## config.mk

```make
export PLATFORM = sky130hd
export DESIGN_NAME = instr_fetch_unit
export DESIGN_NICKNAME = d
export VERILOG_FILES = /design/src/rtl/instr_fetch_unit.sv
export SDC_FILE = /design/constraint.sdc
export NUM_CORES = 1
export LEC_CHECK = 0
export CORE_ASPECT_RATIO = 0.8
export CORE_UTILIZATION = 42
export DETAILED_ROUTE_END_ITERATION = 10
export HOLD_SLACK_MARGIN = 0.15
export MAX_ROUTING_LAYER = met4
export PLACE_DENSITY_LB_ADDON = 0.15
export SETUP_SLACK_MARGIN = 0.15
export SYNTH_ARGS = -nofsm -noshare
export SYNTH_HDL_FRONTEND = slang
export SYNTH_SLANG_ARGS = --single-unit
```

## constraint.sdc

```tcl
create_clock -name clk -period 3 [get_ports clk]
set_clock_uncertainty 0.05 [all_clocks]
set_input_delay 0.3 -clock clk [delete_from_list [all_inputs] [get_ports clk]]
set_output_delay 0.3 -clock clk [all_outputs]
set_load 0.01 [all_outputs]
```

## src/rtl/instr_fetch_unit.sv

```systemverilog
// Multi-cycle instruction fetch stage: owns the PC, fetches over a valid/ready
// request + valid response handshake, and presents decoded fields to control.
module instr_fetch_unit #(
  parameter int              XLEN     = 32,
  parameter logic [XLEN-1:0] RESET_PC = '0
) (
  input  logic            clk,
  input  logic            rst_n,
  output logic            imem_req_valid,
  input  logic            imem_req_ready,
  output logic [XLEN-1:0] imem_addr,
  input  logic            imem_resp_valid,
  input  logic [31:0]     imem_rdata,
  input  logic            pc_src,
  input  logic [XLEN-1:0] branch_target,
  input  logic            exec_done,
  output logic            instr_valid,
  output logic [31:0]     instr,
  output logic [6:0]      opcode,
  output logic [4:0]      rd,
  output logic [2:0]      funct3,
  output logic [4:0]      rs1,
  output logic [4:0]      rs2,
  output logic [6:0]      funct7,
  output logic [XLEN-1:0] pc,
  output logic [XLEN-1:0] pc_plus4,
  output logic            fetch_fault,
  output logic [31:0]     instret
);

  localparam logic [31:0] NOP = 32'h0000_0013;

  typedef enum logic [1:0] {
    S_FETCH,
    S_WAIT,
    S_EXEC,
    S_FAULT
  } state_t;

  state_t          state;
  logic [XLEN-1:0] next_pc;

  assign pc_plus4  = pc + XLEN'(4);
  assign imem_addr = pc;
  assign next_pc   = pc_src ? branch_target : pc_plus4;

  assign opcode = instr[6:0];
  assign rd     = instr[11:7];
  assign funct3 = instr[14:12];
  assign rs1    = instr[19:15];
  assign rs2    = instr[24:20];
  assign funct7 = instr[31:25];

  // imem_req_valid is registered: it is low through the reset cycle and rises
  // one cycle later, so a response still in flight from before reset lands in
  // FETCH and is dropped.
  always_ff @(posedge clk) begin
    // NOTE: reset is synchronous, so it lives inside the clocked block and
    // overrides every state, including a half-finished handshake.
    if (!rst_n) begin
      state          <= S_FETCH;
      pc             <= RESET_PC;
      instr          <= NOP;
      instr_valid    <= 1'b0;
      fetch_fault    <= 1'b0;
      instret        <= '0;
      imem_req_valid <= 1'b0;
    end else begin
      unique case (state)
        S_FETCH: begin
          if (imem_req_valid && imem_req_ready) begin
            imem_req_valid <= 1'b0;
            state          <= S_WAIT;
          end else begin
            imem_req_valid <= 1'b1;
          end
        end
        S_WAIT: begin
          if (imem_resp_valid) begin
            instr       <= imem_rdata;
            instr_valid <= 1'b1;
            state       <= S_EXEC;
          end
        end
        S_EXEC: begin
          if (exec_done) begin
            instret     <= instret + 32'd1;
            instr_valid <= 1'b0;
            if (next_pc[1:0] != 2'b00) begin
              fetch_fault <= 1'b1;
              state       <= S_FAULT;
            end else begin
              pc             <= next_pc;
              imem_req_valid <= 1'b1;
              state          <= S_FETCH;
            end
          end
        end
        S_FAULT: begin
          // Terminal until reset; all state is frozen.
        end
        default: state <= S_FETCH;
      endcase
    end
  end

endmodule

```

==> metrics.cfg <==
[logic_synthesis]
synth_area_leaders = dfxtp_1 (36%), buf_4 (8.9%), nand2_1 (7.9%)
yosys_warnings = 0
synthXorXnorAreaFrac_pct = 8.29
synth_edf_count = 0
yosys-mux-area-fraction_pct = 0.894
ys_seq_elements = 101
synth_top_cell_area_share_pct = 36.1
synthArstFlopShare_pct = 0
yosys.area_share.adder_pct = 1.12
avgSynthCellArea_um2 = 7.66
ys_types = 51
yosysSeqAreaShare_pct = 36.1
syn-num-nets = 806
ys.flop_type = dfxtp_1
syn_area_um2 = 5600
netlist_instances = 731
synth-simple-area-share_pct = 26.8
synth_top_family_by_area = simple AND/OR/NAND/NOR gates
synth_compound_area_share_pct = 13.9
synth_largest_area_cell = dfxtp_1

[place]
place_inst = 1087
place_congestion = 0.923
pre_cts_ws_ps = 238
portBuffers = 264
dp_hpwl_um = 13300

[die]
core_um2 = 12900
die_y_um = 105
start_util_pct = 43.3
ios = 265
rows = 37
die_area_um2 = 13800
die_w_um = 131

[power]
seqPwrFrac_pct = 48.4
p_switching_w = 0.000729
power.density_nw_per_um2 = 343
p_sw_share_pct = 25.4
ir_drop_v = 0.000270
comb_power_share_pct = 12.6
pwr-share-clk_pct = 39.0
leakage_nw = 3.14
intPower_w = 0.00214

[detailed_routing]
wl_per_cell_um = 16.3
drtIter0Drc = 291
drt_first_pass_iters = 5
finalWirelength_um = 18000
route.vias.total = 5852
drcViolationCount = 0
detail-route-antenna-nets = 0
avgViaCountPerCell = 5.28

[worst_setup_path]
critPathTopFamily = buffers and inverters
start_kind = flip-flop
end_kind = output pin
worst_r2r_endpoint = imem_addr[29]
cpPeakStageDelay_ps = 560
r2r_slack_ps = 670
cpMaxStageDelayCell = clkdlybuf4s50_1
critPathBufInv = 4
cp_common_cell = buf_4
cp_cell_sequence = buf_4 > ha_1 > nand3_2 > nor4_2 > buf_4 > buf_4 > xor2_1 > clkdlybuf4s50_1
reg2reg_from = imem_addr[14]
arrival_ps = 2450
required_ps = 2650
critPathMaxFanout = 7
path_class = reg2out
reg2reg_depth = 5

[timing]
max_slew.worst_pin.slew_ps = 1030
fin_ws_ps = 200
maxSlewHeadroom_pct = 31.5
period_share_pct = 93.3
fmax_mhz = 357
rsz0062_at_grt = yes
setup_viol = 0
hold_viol_final = 0
timing.setup.tns_ps = 0
min_period_ps = 2800
finalMaxSlewViolations = 0

[cts]
cts_tree = yes
clk_pin_slew_ps = 70
numCtsBuffers = 9
htreeDepth = 3
cts.sinks = 101
clock_latency_ps = 340
cts_buffer_depth = 2
cts-root-buf = clkbuf_16
cts-hold-fix-buffers = 0

[hold_path]
hold_start = pc_src
hold_class = in2reg
holdPathStages = 3
worstHoldEndpoint = imem_addr[28]

[global_route]
grt_max_degree = 60
grt_remaining_overflow = 0
grt_util_all_layers_pct = 26.6
grt_pass1_vias = 5520
grt_pass1_wl_um = 28300
antenna_found_initial = 0

[cells_and_area]
syn_to_final_growth_pct = 49.7
final_cells = 1109
n_antenna_cell = 0
fillers = 1055
multiInputGateArea_um2 = 2890
drive_gt1_share_pct = 7.39
nets = 1004
regArea_um2 = 2030

[flow_run]
cap_violations = 0

[outcome]
status = completed

[cells in the mapped netlist, types with 2 or more instances]
| cell | number |
|---|---|
| a21oi_1 | 51 |
| a22o_1 | 6 |
| a22oi_1 | 7 |
| a31oi_1 | 6 |
| a32o_1 | 4 |
| and2_1 | 7 |
| and3_1 | 18 |
| and4_1 | 5 |
| buf_1 | 2 |
| buf_2 | 2 |
| buf_4 | 66 |
| clkbuf_1 | 40 |
| clkbuf_2 | 2 |
| dfxtp_1 | 101 |
| ha_1 | 5 |
| inv_1 | 12 |
| mux2i_1 | 5 |
| nand2_1 | 118 |
| nand2b_1 | 6 |
| nand3_1 | 37 |
| nand4_1 | 20 |
| nor2_1 | 67 |
| nor2b_1 | 2 |
| nor3_1 | 13 |
| nor4_1 | 4 |
| o211ai_1 | 4 |
| o21ai_0 | 28 |
| o2bb2ai_1 | 2 |
| o31ai_1 | 6 |
| o41ai_1 | 3 |
| or3_1 | 8 |
| or4_1 | 4 |
| xnor2_1 | 25 |
| xor2_1 | 28 |
[metal layers]
metal  global-route usage [%]  vias up  part of all wire (%)  routed length (um)
met5                        -        -                     0                   0
met3                     5.79       18                   7.0                1270
met2                     42.6      236                    48                8640
li1                         -     2840                     -                   -
met4                     6.98        0                   1.3                 229
met1                     33.8     2758                    44                7900
[worst max path at each step]
stage | startpoint | to | slack (ps) | depth (start not counted)
floorplan | imem_addr[8] | imem_addr[29] | 440 | 7
finish | imem_addr[2] | pc_plus4[16] | 200 | 8
detailed placement | imem_addr[14] | pc_plus4[29] | 240 | 5
global placement | imem_addr[9] | pc_plus4[29] | 270 | 5
global route | imem_addr[2] | pc_plus4[16] | 80 | 8
CTS | imem_addr[3] | pc_plus4[21] | 150 | 6
[metrics by stage]
step	total power, W	hold slack, ps	area, um^2	utilization [%]
floorplan	0.00159	374	5600	-
global placement	0.00177	405	8000	61.9
finish	0.00287	284	8380	64.8
global route	0.00299	325	8380	64.8
detailed placement	0.00178	416	8000	61.9
CTS	0.00291	274	8310	64.4
[power by group through the flow]
| stage | clock, W | combinational [W] | sequential, W |
|---|---|---|---|
| 2_1_floorplan | 0 | 0.000158 | 0.00143 |
| 3_3_place_gp | 0 | 0.000355 | 0.00142 |
| 3_5_place_dp | 0 | 0.000362 | 0.00142 |
| 4_1_cts | 0.00115 | 0.000364 | 0.00139 |
| 5_1_grt | 0.00120 | 0.000393 | 0.00139 |
| 6_report | 0.00112 | 0.000362 | 0.00139 |
[state kept, by name, indices dropped and copies added (netlist names)]
register        cells
instret            32
fetch_fault         1
imem_addr          32
state               2
instr_valid         1
instr              32
imem_req_valid      1
[repair_timing]
item / CTS / global route
gates resized for setup: 10 / 12
setup buffers: 3 / 3
pin swaps: 0 / 2
setup endpoints to repair: 7 / 14
[cell families after synthesis]
kind of cell,count (synthesis)
buffers and inverters,125
adder cells (fa/ha/maj),5
AND/OR/NAND/NOR,315
AO/OA/AOI/OAI,127
XOR/XNOR,53
flip-flops,101
multiplexers,5
[worst min-delay path, delay by kind of cell]
| kind | cells | cell delay [ps] |
|---|---|---|
| simple gates | 1 | 90 |
| compound gates | 1 | 70 |
| buf+inv | 1 | 160 |
[layout by cell type (no fill, tap or decap), types with 11 or more instances in the layout]
cell type	Yosys	routed
clkdlybuf4s50_1	0	253
nand2_1	118	117
dfxtp_1	101	98
nor2_1	67	64
a21oi_1	51	51
nand3_1	37	36
buf_4	66	35
xor2_1	28	28
o21ai_0	28	27
xnor2_1	25	25
nand4_1	20	20
and3_1	18	18
nor3_1	13	13
inv_1	12	11
[layout make-up]
| type | count | share of cell area [%] |
|---|---|---|
| timing repair buffer | 299 | 34.7 |
| multi-input combinational | 505 | 34.5 |
| sequential | 101 | 24.2 |
| clock buffer | 10 | 2.73 |
| tap | 175 | 2.61 |
| clock inverter | 6 | 0.642 |
| inverter | 13 | 0.583 |
Power figures use the tool's default switching activity.
